==> src/rtl/uart_cmd_rcv.sv <==
// rtl/uart_cmd_rcv.sv - assembles two UART bytes (high then low) into a 16-bit command
// with an inter-byte timeout that discards partial commands.
module uart_cmd_rcv #(
    parameter int TIMEOUT_CYC = 1_000_000,
    parameter int CNT_W       = 20
) (
    input  logic        i_clk,
    input  logic        i_rst_n,
    input  logic        i_rx_rdy,
    input  logic [7:0]  i_rx_data,
    output logic        o_clr_rx_rdy,
    output logic [15:0] o_cmd,
    output logic        o_cmd_rdy,
    input  logic        i_clr_cmd_rdy,
    output logic        o_frm_err,
    output logic        o_cmd_ovr
);

    typedef enum logic {
        ST_IDLE = 1'b0,
        ST_LOW  = 1'b1
    } state_t;

    localparam logic [CNT_W-1:0] TMO_TERM = CNT_W'(TIMEOUT_CYC - 1);

    state_t           r_state;
    state_t           w_state_nxt;
    logic [7:0]       r_hi_byte;
    logic [CNT_W-1:0] r_tmo_cnt;
    logic [15:0]      r_cmd;
    logic             r_cmd_rdy;
    logic             r_frm_err;
    logic             r_cmd_ovr;
    logic             w_ack;
    logic             w_hi_cap;
    logic             w_lo_cap;
    logic             w_tmo;

    always_comb begin
        w_state_nxt = r_state;
        w_ack       = 1'b0;
        w_hi_cap    = 1'b0;
        w_lo_cap    = 1'b0;
        w_tmo       = 1'b0;
        case (r_state)
            ST_IDLE: begin
                if (i_rx_rdy) begin
                    w_ack       = 1'b1;
                    w_hi_cap    = 1'b1;
                    w_state_nxt = ST_LOW;
                end
            end
            ST_LOW: begin
                // A byte arriving on the terminal count still completes the command.
                if (i_rx_rdy) begin
                    w_ack       = 1'b1;
                    w_lo_cap    = 1'b1;
                    w_state_nxt = ST_IDLE;
                end else if (r_tmo_cnt == TMO_TERM) begin
                    w_tmo       = 1'b1;
                    w_state_nxt = ST_IDLE;
                end
            end
            default: w_state_nxt = ST_IDLE;
        endcase
    end

    always_ff @(posedge i_clk or negedge i_rst_n) begin
        if (!i_rst_n) begin
            r_state   <= ST_IDLE;
            r_hi_byte <= 8'h00;
            r_tmo_cnt <= '0;
            r_cmd     <= 16'h0000;
            r_cmd_rdy <= 1'b0;
            r_frm_err <= 1'b0;
            r_cmd_ovr <= 1'b0;
        end else begin
            r_state   <= w_state_nxt;
            r_frm_err <= w_tmo;
            r_cmd_ovr <= w_lo_cap & r_cmd_rdy & ~i_clr_cmd_rdy;
            if (w_hi_cap) begin
                r_hi_byte <= i_rx_data;
                r_tmo_cnt <= '0;
            end else if (r_state == ST_LOW && !i_rx_rdy) begin
                r_tmo_cnt <= r_tmo_cnt + 1'b1;
            end
            if (w_tmo) begin
                r_hi_byte <= 8'h00;
            end
            if (w_lo_cap) begin
                r_cmd <= {r_hi_byte, i_rx_data};
            end
            // Set wins over a simultaneous consumer clear.
            if (w_lo_cap) begin
                r_cmd_rdy <= 1'b1;
            end else if (i_clr_cmd_rdy) begin
                r_cmd_rdy <= 1'b0;
            end
        end
    end

    assign o_clr_rx_rdy = w_ack & i_rst_n;
    assign o_cmd        = r_cmd;
    assign o_cmd_rdy    = r_cmd_rdy;
    assign o_frm_err    = r_frm_err;
    assign o_cmd_ovr    = r_cmd_ovr;

endmodule

==> config.mk <==
export PLATFORM = sky130hd
export DESIGN_NAME = uart_cmd_rcv
export DESIGN_NICKNAME = d
export VERILOG_FILES = /design/src/rtl/uart_cmd_rcv.sv
export SDC_FILE = /design/constraint.sdc
export NUM_CORES = 1
export LEC_CHECK = 0
export CORE_AREA = 10 10 77 79
export CTS_CLUSTER_SIZE = 20
export DETAILED_ROUTE_END_ITERATION = 12
export DIE_AREA = 0 0 87 89
export GPL_ROUTABILITY_DRIVEN = 0
export GPL_TIMING_DRIVEN = 0
export HOLD_SLACK_MARGIN = 0.1
export PLACE_DENSITY_LB_ADDON = 0.3
export REMOVE_ABC_BUFFERS = 1
export SKIP_CTS_REPAIR_TIMING = 1
export SLEW_MARGIN = 15
export SYNTH_ARGS = -nofsm -noshare
export SYNTH_HDL_FRONTEND = slang
export SYNTH_SLANG_ARGS = --single-unit
==> constraint.sdc <==
create_clock -name i_clk -period 5 [get_ports i_clk]
set_input_delay 1.5 -clock i_clk [delete_from_list [all_inputs] [get_ports i_clk]]
set_output_delay 1.5 -clock i_clk [all_outputs]
set_load 0.01 [all_outputs]
## After elaboration in Yosys (flattened, before gate mapping)

Cells that the tools add are included.

- Input bits: 12
- Output and inout port bits: 20
- Bits in registers: 48
- Logic and storage cells: 34

- Muxes and demuxes: 15
- Eq/ne operators: 1
- Bitwise gates (word level): 5
- Add/sub/neg operators: 1
- Reduce and logical (&&, ||, !) cells: 5

Operators by type and width:

| kind | number |
|---|---|
| 20-bit two-way mux | 2 |
| 20-bit by 1-bit adder with 20-bit output (second input constant) | 1 |
| 20-bit == test (second input constant) | 1 |
| 8-bit two-way mux | 2 |
| 1-bit two-way mux | 10 |
| 2-bit nonzero test | 3 |
| 1-bit AND | 3 |
| 1-bit inverter | 2 |
| 1-bit one-hot mux with 2 select lines | 1 |
| 1-bit logical AND | 1 |
| 1-bit logical NOT | 1 |

## Longest topological paths before layout

- Word-level depth: 5
- Depth in mapped cells: 7
- Mapped depth without buffers: 6

## Worst setup path before layout

No wires, ideal clock.

- Path type: input -> register
- From: in i_rx_rdy
- To: reg r_tmo_cnt[19]
- Arrival: 3.290 ns
- Cell stages on the path: 5
- Path slack: 1.632 ns
- Setup time: 0.078 ns
- Buffers on the path: 0
- Required time: 4.922 ns
- Path through: ha_1 -> nand4b_2 -> or4_4 -> or4_1 -> a21oi_1

- Word-level cells in the longest chain between the ends: 3
- Elaborated cells between the ends (all ways): 6
- Those cells by class: 3 x mux; 3 x reduce/logical

RTL lines:

| element | line | source |
|---|---|---|
| start, declared | 9 | `input logic i_rx_rdy,` |
| 1-bit two-way mux or 1-bit logical NOT (tied branches) | 47, 84 |  |
| 1-bit two-way mux or 1-bit logical AND (tied branches) | 45, 84 |  |
| 20-bit two-way mux or 2-bit nonzero test (tied branches) | - |  |
| end signal, assigned | 85 | `r_tmo_cnt <= r_tmo_cnt + 1'b1;` |
| end, declared | 29 | `logic [CNT_W-1:0] r_tmo_cnt;` |

Several ways; a longest one is shown, not always the timed one.
A chain may end at the register's enable or synchronous reset.

## Worst setup path after layout

- From: in i_rst_n
- To: out o_clr_rx_rdy

- Word-level cells in the longest chain between the ends: 1

RTL lines:

| element | line | source |
|---|---|---|
| start, declared | 8 | `input logic i_rst_n,` |
| 1-bit AND | 102 | `assign o_clr_rx_rdy = w_ack & i_rst_n;` |
| end, declared | 11 | `output logic o_clr_rx_rdy,` |

No other way between the ends.

==> impl_metrics.json <==
{
  "ant_nets": 0,
  "crit_path_max_fanout": 29,
  "whs_ns": 0.501,
  "synth_top_family_by_area": "simple AND/OR/NAND/NOR gates",
  "cts_root_buffer": "clkbuf_8",
  "yosysWarnings": 0,
  "synthXorXnorAreaFrac": 0.0245,
  "worstMarginPinSlew_ns": 0.804,
  "clk_pin_slew_worst_paths_ns": 0.08,
  "period_share": 0.890,
  "wl_per_cell_microns": 14.7,
  "final_cell_mix": "48 x dfrtp_1, 30 x clkdlybuf4s50_1, 18 x nor2_1, 17 x mux2_2, 12 x nand2_1",
  "synth_edf_count": 0,
  "grt_max_degree": 30,
  "via_count": 1473,
  "finalCriticalPeriod_ns": 4.45,
  "max_freq_mhz": 225,
  "arrival_ns": 2.95,
  "synth_fa_ha_area_frac": 0.0175,
  "avgSynthCellArea_sq_um": 11.4,
  "die_x_microns": 87,
  "ios": 32,
  "grt-ovfl-total": 0,
  "crit_type": "primary input to primary output",
  "coreArea_sq_um": 4540,
  "grt_pass1_wl_microns": 7070,
  "final-max-slew-violation-count": 0,
  "clock_path_buffers": 2,
  "ys_types": 35,
  "hold_path_class": "flip-flop to flip-flop",
  "internal_power_mw": 0.726,
  "hold_violations": 0,
  "fin_area_sq_um": 2630,
  "async_flop_share": 1.00,
  "cts_inserted_buffers": 5,
  "placed_cell_area_sq_um": 2510,
  "dieArea_sq_um": 7740,
  "synth_area_sq_um": 2140,
  "ys_seq_elements": 48,
  "worstSkewPairLatency_ns": 0.30,
  "setup_violations": 0,
  "track_usage": 0.114,
  "comb_power_share": 0.221,
  "cts_tree": "yes",
  "diodes": 0,
  "seqPwrFrac": 0.501,
  "syn_inst": 188,
  "max_cap_violations": 0,
  "power.density_nw_per_um2": 374,
  "die_y_microns": 89,
  "drive_above_1_share": 0.149,
  "num_rows": 25,
  "required_ns": 3.50,
  "start_util": 0.472,
  "rsz0062_at_grt": "false",
  "place.detailed.hpwl_microns": 2830,
  "first_global_vias": 1527,
  "avgViaCountPerCell": 5.36,
  "routed_wl_microns": 4040,
  "p_switching_mw": 0.255,
  "fin_skew_ns": 0.00830,
  "final_common_cell": "dfrtp_1",
  "synth_compound_area_frac": 0.0637,
  "synthToLayoutAreaGrowth_pct": 22.6,
  "nNetsFinal": 235,
  "drtPass1Iterations": 4,
  "crit_path_end_kind": "primary output",
  "p_leak_nw": 1.10,
  "drt_iter0_drc": 45,
  "numPortBuffers": 31,
  "clock_power_share": 0.278,
  "drc_errors": 0,
  "synth_ff_type": "dfrtp_1",
  "synth_seq_area_share": 0.561,
  "muxShareOfSynthArea": 0.132,
  "synth-simple-area-share": 0.179,
  "switching_share": 0.260,
  "status": "finished, final reports clean",
  "cts.sink_count": 48,
  "ctsHtreeMaxLevel": 2,
  "antenna_found_initial": 0,
  "max_slew_margin": 0.464,
  "startpoint_type": "primary input",
  "ir_worst_vdd_mv": 0.256
}
[kinds of logic (layout without fill, tap and decap cells)]
| kind of cell | Yosys count | count (layout) |
|---|---|---|
| muxes | 26 | 26 |
| xor gates and xnor gates | 6 | 6 |
| AOI/OAI and AO/OA | 25 | 25 |
| adders and majority gates | 3 | 3 |
| DFF | 48 | 48 |
| and+or+nand+nor | 67 | 67 |
| buffers and inverters | 13 | 46 |
[routing by layer]
| metal | up-vias | part of all wire | GRT usage |
|---|---|---|---|
| met2 | 37 | 0.48 | 0.181 |
| met3 | 5 | 0.076 | 0.0529 |
| li1 | 719 | - | - |
| met5 | - | 0 | 0 |
| met1 | 712 | 0.43 | 0.132 |
| met4 | 0 | 0.012 | 0.0398 |
[worst max-delay path, cell delays in order]
cell             delay (ns)
buf_2                  0.54
buf_16                 0.24
and2_1                 0.13
clkdlybuf4s50_1        0.53
[path summary, 6_finish.rpt]
path                                       start                   endpoint  slack (ns)  cells past startpoint
hold / removal             o_cmd_rdy$_DFFE_PN0P_      o_cmd_rdy$_DFFE_PN0P_        0.50                      1
max in group asynchronous                i_rst_n   r_tmo_cnt[1]$_DFFE_PN0P_        3.22                      2
setup / recovery                         i_rst_n               o_clr_rx_rdy        0.55                      4
setup reg to reg               r_state$_DFF_PN0_  r_tmo_cnt[19]$_DFFE_PN0P_        2.44                      6
min in group asynchronous                i_rst_n  r_tmo_cnt[15]$_DFFE_PN0P_        1.24                      1
hold reg to reg            o_cmd_rdy$_DFFE_PN0P_      o_cmd_rdy$_DFFE_PN0P_        0.50                      1
[area by class of cell]
type,count,area [sq um]
clock buffers,6,72.6
multi-input cells,127,893
repair buffers,32,333
well taps,54,67.6
clock inverters,2,35.0
fillers,372,1910
flip-flops and latches,48,1200
inverters,6,22.5
[state kept, by name, indices dropped and copies added, names as in the netlist]
| name | count |
|---|---|
| o_cmd_rdy | 1 |
| r_tmo_cnt | 20 |
| o_cmd | 16 |
| r_hi_byte | 8 |
| o_cmd_ovr | 1 |
| r_state | 1 |
| o_frm_err | 1 |
[power by group through the flow]
stage	Sequential [mW]	Clock (mW)	Combinational, mW
after detailed placement	0.499	0	0.221
after global routing	0.502	0.295	0.241
final	0.491	0.273	0.217
after global placement	0.497	0	0.216
after CTS	0.492	0.283	0.222
after floorplan	0.511	0	0.0897
[cell usage after synthesis, types with 2 or more instances]
master / instances / area, sq um
dfrtp_1: 48 / 1200
mux2_2: 17 / 191
nor4_1: 2 / 12.5
clkbuf_1: 5 / 18.8
or3_1: 7 / 43.8
xnor2_1: 6 / 52.6
o21ai_0: 11 / 55.1
buf_1: 2 / 7.51
nor3_1: 3 / 15.0
nand4_1: 2 / 12.5
ha_1: 3 / 37.5
mux2i_1: 9 / 90.1
nand2b_1: 2 / 12.5
nand3_1: 5 / 25.0
nand2_1: 12 / 45.0
inv_1: 6 / 22.5
or4_4: 2 / 22.5
a21oi_1: 10 / 50.1
nor2_1: 18 / 67.6
or4_1: 3 / 22.5
[metrics by stage]
stage / total power, mW / utilization / cells / setup slack (ns) / TNS, ns
2_1_floorplan: 0.601 / - / 181 / 1.63 / 0
5_1_grt: 1.04 / 0.579 / 275 / 0.411 / 0
4_1_cts: 0.997 / 0.578 / 275 / 0.488 / 0
3_5_place_dp: 0.720 / 0.554 / 267 / 0.493 / 0
3_3_place_gp: 0.712 / 0.550 / 266 / -0.890 / -0.890
6_report: 0.981 / 0.579 / 275 / 0.552 / 0
Note: power is estimated with default switching activity, not from simulation.
